==> src/rtl/satd_pkg.sv <==
// Shared types and width helpers for the SATD best-match search.
package satd_pkg;

    typedef enum logic [1:0] {
        IDLE   = 2'd0,
        ACCUM  = 2'd1,
        REPORT = 2'd2
    } state_t;

    localparam int RES_W_DEF = 16;

    function automatic int clog2(input int value);
        int r;
        r = 0;
        while ((1 << r) < value) r++;
        return r;
    endfunction

    // A sum of n results of res_w bits never needs more than res_w + clog2(n) bits.
    function automatic int cost_width(input int res_w, input int subblocks);
        return res_w + clog2(subblocks);
    endfunction

    function automatic int idx_width(input int num_cand);
        return (clog2(num_cand) > 0) ? clog2(num_cand) : 1;
    endfunction

endpackage

==> src/rtl/satd_cost_acc.sv <==
// Sums SUBBLOCKS consecutive SATD results into one candidate cost.
module satd_cost_acc
    import satd_pkg::*;
#(
    parameter int SUBBLOCKS = 4,
    parameter int RES_W     = RES_W_DEF,
    parameter int COST_W    = cost_width(RES_W, SUBBLOCKS)
) (
    input  logic              clk,
    input  logic              reset,
    input  logic              clear,
    input  logic              consume,
    input  logic [RES_W-1:0]  result,
    output logic [COST_W-1:0] total,
    output logic              last_sub
);

    localparam int SUB_W = (clog2(SUBBLOCKS) > 0) ? clog2(SUBBLOCKS) : 1;

    logic [COST_W-1:0] acc_reg;
    logic [SUB_W-1:0]  sub_cnt_reg;

    // total includes the result being consumed this cycle, so the last one lands in the compare directly.
    assign total    = acc_reg + COST_W'(result);
    assign last_sub = (sub_cnt_reg == SUB_W'(SUBBLOCKS - 1));

    always_ff @(posedge clk) begin
        if (reset || clear) begin
            acc_reg     <= '0;
            sub_cnt_reg <= '0;
        end else if (consume) begin
            if (last_sub) begin
                acc_reg     <= '0;
                sub_cnt_reg <= '0;
            end else begin
                acc_reg     <= total;
                sub_cnt_reg <= sub_cnt_reg + SUB_W'(1);
            end
        end
    end

endmodule

==> src/rtl/satd_best_match.sv <==
// Accumulates per-candidate SATD costs and reports the lowest-cost candidate.
module satd_best_match
    import satd_pkg::*;
#(
    parameter int SUBBLOCKS = 4,
    parameter int NUM_CAND  = 16,
    parameter int RES_W     = RES_W_DEF,
    parameter int COST_W    = cost_width(RES_W, SUBBLOCKS),
    parameter int IDX_W     = idx_width(NUM_CAND)
) (
    input  logic              clk,
    input  logic              reset,
    input  logic              start,
    input  logic [RES_W-1:0]  satd_result,
    input  logic              satd_done,
    output logic              satd_ack,
    output logic [COST_W-1:0] best_cost,
    output logic [IDX_W-1:0]  best_idx,
    output logic              best_valid,
    input  logic              best_ack,
    output logic              busy
);

    state_t            state_reg;
    logic [IDX_W-1:0]  cand_cnt_reg;
    logic [COST_W-1:0] min_cost_reg;
    logic [IDX_W-1:0]  min_idx_reg;
    logic [COST_W-1:0] best_cost_reg;
    logic [IDX_W-1:0]  best_idx_reg;
    logic              best_valid_reg;
    logic              satd_ack_reg;
    logic              busy_reg;

    logic              consume;
    logic              clear;
    logic [COST_W-1:0] total;
    logic              last_sub;
    logic              take_new;
    logic [COST_W-1:0] min_cost_next;
    logic [IDX_W-1:0]  min_idx_next;

    assign consume = satd_done && satd_ack_reg;
    assign clear   = (state_reg == IDLE) && start;

    satd_cost_acc #(
        .SUBBLOCKS (SUBBLOCKS),
        .RES_W     (RES_W),
        .COST_W    (COST_W)
    ) u_cost_acc (
        .clk      (clk),
        .reset    (reset),
        .clear    (clear),
        .consume  (consume),
        .result   (satd_result),
        .total    (total),
        .last_sub (last_sub)
    );

    // Strict less-than keeps the earliest candidate on ties.
    always_comb begin
        take_new      = 1'b0;
        min_cost_next = min_cost_reg;
        min_idx_next  = min_idx_reg;
        if (total < min_cost_reg) begin
            take_new      = 1'b1;
            min_cost_next = total;
            min_idx_next  = cand_cnt_reg;
        end
    end

    always_ff @(posedge clk) begin
        if (reset) begin
            state_reg      <= IDLE;
            cand_cnt_reg   <= '0;
            min_cost_reg   <= '0;
            min_idx_reg    <= '0;
            best_cost_reg  <= '0;
            best_idx_reg   <= '0;
            best_valid_reg <= 1'b0;
            satd_ack_reg   <= 1'b0;
            busy_reg       <= 1'b0;
        end else begin
            case (state_reg)
                IDLE: begin
                    if (start) begin
                        cand_cnt_reg <= '0;
                        min_cost_reg <= '1;
                        min_idx_reg  <= '0;
                        satd_ack_reg <= 1'b1;
                        busy_reg     <= 1'b1;
                        state_reg    <= ACCUM;
                    end
                end
                ACCUM: begin
                    if (consume && last_sub) begin
                        if (take_new) begin
                            min_cost_reg <= min_cost_next;
                            min_idx_reg  <= min_idx_next;
                        end
                        if (cand_cnt_reg == IDX_W'(NUM_CAND - 1)) begin
                            best_cost_reg  <= min_cost_next;
                            best_idx_reg   <= min_idx_next;
                            best_valid_reg <= 1'b1;
                            satd_ack_reg   <= 1'b0;
                            state_reg      <= REPORT;
                        end else begin
                            cand_cnt_reg <= cand_cnt_reg + IDX_W'(1);
                        end
                    end
                end
                REPORT: begin
                    if (best_ack) begin
                        best_valid_reg <= 1'b0;
                        busy_reg       <= 1'b0;
                        state_reg      <= IDLE;
                    end
                end
                default: begin
                    state_reg    <= IDLE;
                    satd_ack_reg <= 1'b0;
                    busy_reg     <= 1'b0;
                end
            endcase
        end
    end

    assign satd_ack   = satd_ack_reg;
    assign best_cost  = best_cost_reg;
    assign best_idx   = best_idx_reg;
    assign best_valid = best_valid_reg;
    assign busy       = busy_reg;

endmodule

==> config.mk <==
export PLATFORM = sky130hd
export DESIGN_NAME = satd_best_match
export DESIGN_NICKNAME = d
export VERILOG_FILES = /design/src/rtl/satd_pkg.sv /design/src/rtl/satd_cost_acc.sv /design/src/rtl/satd_best_match.sv
export SDC_FILE = /design/constraint.sdc
export NUM_CORES = 1
export LEC_CHECK = 0
export ABC_AREA = 1
export CORE_ASPECT_RATIO = 0.6
export CORE_MARGIN = 2
export CORE_UTILIZATION = 62
export DETAILED_ROUTE_END_ITERATION = 7
export PLACE_DENSITY_LB_ADDON = 0.12
export SYNTH_ARGS = -nofsm -noshare
export SYNTH_HDL_FRONTEND = slang
export SYNTH_SLANG_ARGS = --single-unit
==> constraint.sdc <==
create_clock -name clk -period 8.05 [get_ports clk]
set_clock_uncertainty 0.2 [all_clocks]
set_input_delay 2.415 -clock clk [delete_from_list [all_inputs] [get_ports clk]]
set_output_delay 2.415 -clock clk [all_outputs]
set_load 0.02 [all_outputs]
# --- Yosys cells after proc, flatten, opt, wreduce, memory -nomap -nowiden ---
# Cells that the tools add are included.
classes:
  addsub: 3
  magnitude_cmp: 1
  eq_ne: 10
  muxes: 30
  bitwise: 2
  reduce_logical: 14
op_table:
  columns: ["cell", "n"]
  rows:
  - ["18-bit 2-to-1 mux", 5]
  - ["18-bit one-hot mux with 2 select lines", 1]
  - ["4-bit 2-to-1 mux", 6]
  - ["4-bit AND reduction", 5]
  - ["18-bit by 16-bit adder with 18-bit output", 1]
  - ["18-bit less-than comparator", 1]
  - ["4-bit one-hot mux with 2 select lines", 2]
  - ["2-bit inequality test, second input constant", 6]
  - ["2-bit 2-to-1 mux", 5]
  - ["1-bit 2-to-1 mux", 7]
  - ["1-bit one-hot mux with 3 select lines", 2]
  - ["2-bit one-hot mux with 3 select lines", 1]
  - ["3-bit AND reduction", 2]
  - ["4-bit by 1-bit adder with 4-bit output, second input constant", 1]
  - ["2-bit == test, second input constant", 2]
  - ["4-bit == test, second input constant", 1]
  - ["2-bit nonzero test", 2]
  - ["1-bit logical AND", 3]
  - ["2-bit by 1-bit adder with 2-bit output, second input constant", 1]
  - ["2-bit by 1-bit == test with 1-bit output, second input constant", 1]
  - ["2-bit logical NOT", 1]
  - ["1-bit NOT", 2]
  - ["1-bit one-hot mux with 2 select lines", 1]
  - ["1-bit logical OR", 1]
word_totals:
  reg_bits: 73
  inputBits: 21

# --- Logic depth before layout (Yosys ltp) ---
depth:
  ltp_word: 6
  depth_mapped: 25

# --- Cells and area by module ---
# From an unflattened synthesis, not the netlist that was laid out.
hier_totals:
  hier_cells: 693
  area_unflattened_um2: 4653.2
by_module_without_submodules:
  columns: ["mod", "n_inst", "cells_each", "area_each_um2", "seq_area_each_um2"]
  rows:
  - ["satd_best_match", 1, 423, 2890.3, 1061.0]
  - ["satd_cost_acc", 1, 270, 1762.9, 400.4]

# --- Worst setup path before layout ---
# No wires, ideal clock.
synth_timing:
  path_type: "in2reg"
  startpoint: "input port satd_result[0]"
  endpoint: "register best_cost_reg[3], in the netlist best_cost[3]"
  setup_time_ns: 0.113
  arrival_time_ns: 5.029
  setup_slack_ns: 2.708
  stages: 24
  cell_sequence: "ha_1 inv_1 fa_1 nand3b_1 nand2_1 nand3_1 nand2_1 nand2_1 nand3_1 nand2_1 ha_1 nand2_1 inv_2 nand3_4 nor2_4 nand3b_4 nand3_4 buf_8 inv_6 buf_8 nand2_2 o21ai_2 o21ai_1 inv_1"
synth_via:
  elab_chain_cells: 3
synth_rtl:
  columns: ["element", "line", "rtl"]
  rows:
  - ["start, declared", "satd_best_match.sv:14", "input logic [RES_W-1:0] satd_result,"]
  - ["18-bit by 16-bit adder with 18-bit output (*)", "satd_cost_acc.sv:24", "assign total = acc_reg + COST_W'(result);"]
  - ["18-bit less-than comparator", "satd_best_match.sv:64", "if (total < min_cost_reg) begin"]
  - ["18-bit 2-to-1 mux (*)", "satd_best_match.sv:64", null]
  - ["end signal, assigned", "satd_best_match.sv:101", "best_cost_reg <= min_cost_next;"]
  - ["end, declared", "satd_best_match.sv:28", "logic [COST_W-1:0] best_cost_reg;"]
# Every way passes the cells marked *; elsewhere a longest branch is shown, timed or not.
# A chain may end at the register's enable or synchronous reset.

# --- Final worst setup path ---
layout_timing:
  startpoint: "input port satd_result[0]"
  endpoint: "register min_cost_reg[2]"
layout_via:
  elab_chain_cells: 6
  word_cells_on_any_way: 9
layout_rtl:
  columns: ["element", "line", "rtl"]
  rows:
  - ["18-bit by 16-bit adder with 18-bit output (*)", "satd_cost_acc.sv:24", null]
  - ["18-bit less-than comparator", "satd_best_match.sv:64", null]
  - ["18-bit 2-to-1 mux", "satd_best_match.sv:64", null]
  - ["18-bit 2-to-1 mux", "satd_best_match.sv:96", "if (take_new) begin"]
  - ["18-bit 2-to-1 mux", "satd_best_match.sv:95", "if (consume && last_sub) begin"]
  - ["18-bit one-hot mux with 2 select lines", "satd_best_match.sv:83", "case (state_reg)"]
  - ["end signal, assigned", "satd_best_match.sv:97", "min_cost_reg <= min_cost_next;"]
  - ["end, declared", "satd_best_match.sv:26", "logic [COST_W-1:0] min_cost_reg;"]
# Every way passes the cells marked *; elsewhere a longest branch is shown, timed or not. The select of a mux whose other input is x is not followed.

==> reports/metrics.csv <==
stage,metric,value,unit
outcome,status,"finished, final reports clean",
cts,Clock Sink Count,73,
global_routing,vias in the first global route,4191,
floorplanning,initial cell density of the core,0.637,
global_routing,GRT Util Overall,0.305,
pwr,PwrDens,308,nW/um^2
detailed_routing,WL per Instance,14.0,microns
min_path,worst hold start,best_valid,
setup_path,Setup CP Type,input port to flip-flop,
setup_path,Worst EP required,8.08,ns
pwr,"Power, Total",0.00166,W
setup_path,CP arrival,6.64,ns
yosys,Seq cells post-synth,73,
floorplanning,Die Area,8130,sq um
global_routing,GRT met3 Usage,0.0703,
yosys,Most used DFF post-synth,dfxtp_1,
setup_path,"Largest delay share family, worst path",simple AND/OR/NAND/NOR gates,
cts,register clock-pin slew on the reported worst setup and hold paths,0.06,ns
setup_path,worst reg2reg path depth,22,
placed_design,HPWL Detailed,8620,microns
detailed_routing,Via Count,4576,
setup_path,CP Capture Type,flip-flop,
cts,CTS Buffer Depth,2,
finish,Multi-input gate area,2600,sq um
placed_design,DP Worst Slack,1.23,ns
detailed_routing,total wire length,11700,microns
floorplanning,core area,7210,sq um
global_routing,grt ovf,0,
setup_path,"most used cell, CP",nand2_1,
cts,clk_lat worst skew,0.34,ns
detailed_routing,Routed Antenna Nets,0,
floorplanning,Die H,70.6,microns
yosys,top post-synthesis cells by area,"dfxtp_1 32%, nand2_1 16%, ha_1 9.5%, nor2_1 8.9%, inv_1 8.2%",
yosys,Netlist cell types,38,
placed_design,Port Buf Inserts,45,
min_path,worst min path class,flip-flop to flip-flop,
yosys,Post-synth top cells,"193 x nand2_1, 109 x nor2_1, 100 x inv_1",
timing,setup tns final,0,ns
global_routing,met2 Track Usage GR,0.470,
min_path,hold path depth,2,
timing,Final Hold Violating Endpoints,0,
finish,Antenna Cells,0,
yosys,Async SR Flop Fraction,0,
finish,Area growth syn-to-layout,17.4,%
global_routing,first-pass GRT wire length,19600,microns
timing,Max-Slew Margin vs Limit,0.391,
timing,setup-violating endpoint count in the final report,0,
yosys,Post-Syn Nets,763,
detailed_routing,DRT iter0 DRCs,334,
setup_path,CP bufs+invs,3,
setup_path,crit-path cells,clkdlybuf4s50_1 > ha_1 > inv_1 > fa_1 > nand3b_1 > nand2_1 > nand3_1 > nand2_1 > nand2_1 > nand2_1 > nand2_1 > nand2_1 > ha_1 > nand2_1 > inv_2 > nand2_1 > nand2_1 > a21oi_4 > nand3_4 > nand2_1 > nand3_1 > nor2_1 > nor2_1,
cts,postcts setup bufs,0,
pwr,LEAKAGE,2.72,nW
global_routing,pin count of the biggest net entering global routing,34,
floorplanning,cell row count,24,
global_routing,M1 GR Usage,0.424,
detailed_routing,via density per instance,5.46,
timing,crit share post-route,0.821,
cts,H-Tree Depth,3,
finish,Storage cell area,1460,sq um
run,max-cap viol count,0,
setup_path,worst r2r src,u_cost_acc.acc_reg[0],
setup_path,slowest CP cell,nand3_1,
timing,fmax,0.151,GHz
yosys,Synth Warn #,0,
yosys,Synth Instances,706,
setup_path,reg2reg end,min_cost_reg[2],
yosys,most numerous cell in the Yosys netlist,nand2_1,
finish,share of cells above drive strength 1,0.0616,
timing,Slew Limit Fails,0,
yosys,"Seq/Total Area, Yosys",0.319,
finish,# nets final,800,
floorplanning,die width,115,microns
cts,Post-CTS Hold Buffers,0,
finish,fillers,617,
cts,# resized after CTS,0,
setup_path,FF-to-FF setup slack,3.64,ns
cts,CTS Buf Count,9,
global_routing,initial antenna violation count,0,
yosys,top cell type by total area after synthesis,dfxtp_1,
setup_path,peak fanout along the critical path,22,
detailed_routing,drt pass-1 iters,5,
global_routing,grt peak-use layer,met2,
placed_design,GP Congestion,0.959,
floorplanning,# IOs,46,
yosys,Syn Area/Cell,6.50,sq um
min_path,Min-Delay Endpoint,best_valid,
yosys,area of the mapped netlist,4590,sq um
cts,CTS tree,built,
yosys,number of synthesized flops with an enable pin,0,
timing,min cycle time layout,6.61,ns
yosys,top cell type's share of synthesized area,0.319,
setup_path,Critical Path Start Type,input port,
timing,worst setup margin,1.44,ns
timing,measured slew at the worst slew-check pin,0.913,ns
pwr,Peak VDD IR,0.198,mV
detailed_routing,DRC,0,
timing,unrepaired setup endpoints after global routing,false,
cts,root buf cell,clkbuf_16,
setup_path,Critical Path Max Stage Delay,0.64,ns
-- layer usage --
| metal | vias up | routed length, microns |
|---|---|---|
| li1 | 2288 | - |
| met1 | 2075 | 5390 |
| met2 | 193 | 5130 |
| met3 | 20 | 1010 |
| met4 | 0 | 198 |
| met5 | - | 0 |
-- area by class of cell --
class,count,area share
Multi-Input combinational cell,506,0.482
Sequential cell,73,0.271
Timing Repair Buffer,48,0.0878
Inverter,105,0.0741
Clock buffer,10,0.0444
Tap cell,91,0.0211
Clock inverter,5,0.0193
-- logic make-up (layout without fill, tap and decap cells) --
logic type / after synthesis / count (layout) / share of synthesized area
fa+ha+maj: 36 / 36 / 0.0998
flops: 73 / 73 / 0.319
compound gates: 108 / 108 / 0.133
buf+inv: 127 / 168 / 0.116
xor+xnor: 7 / 7 / 0.0134
simple gates: 355 / 355 / 0.320
-- how the worst max path moves through the flow --
stage              startpoint               end  slack [ns]  cells after the start
2_1_floorplan  satd_result[0]      best_cost[3]        2.71                     24
3_3_place_gp   satd_result[0]  min_cost_reg[13]        1.39                     22
3_5_place_dp   satd_result[0]  min_cost_reg[14]        1.23                     23
4_1_cts        satd_result[0]   min_cost_reg[2]        1.53                     23
5_1_grt        satd_result[0]   min_cost_reg[2]        1.13                     23
6_report       satd_result[0]   min_cost_reg[2]        1.44                     23
-- cell usage in the layout, fill, tap and decap left out, drive strengths merged --
master / n
nand3b: 2
fa: 1
o21ai: 52
a21oi: 46
a22oi: 1
nand2: 200
bufinv: 3
inv: 104
o211ai: 5
a211oi: 1
dfxtp: 73
xnor2: 1
nand3: 31
and2: 2
nor3: 3
clkbuf: 10
buf: 3
ha: 35
clkinv: 3
clkdlybuf4s50: 45
xor2: 6
a21o: 2
o2111ai: 1
nand4: 4
nor2: 113
-- power breakdown --
group          switching, W  total, W  internal (W)
Sequential        0.0000456  0.000471      0.000425
Clock              0.000161  0.000470      0.000309
Combinational      0.000491  0.000716      0.000225
Total              0.000698   0.00166      0.000960
-- metrics by stage --
step,area (sq um),util,hold WS [ns],instances
after floorplan,4590,-,0.243,706
after global routing,5390,0.747,0.301,838
after global placement,5040,0.700,0.255,823
after CTS,5390,0.747,0.272,838
final,5390,0.747,0.265,838
after detailed placement,5040,0.700,0.263,823
-- worst min-delay path, cell delays in order, from the launching register on --
cell and delay (ns):
dfxtp_1 0.31, nand2_1 0.06, a21oi_1 0.05
Note: power is estimated with default switching activity, not from simulation.
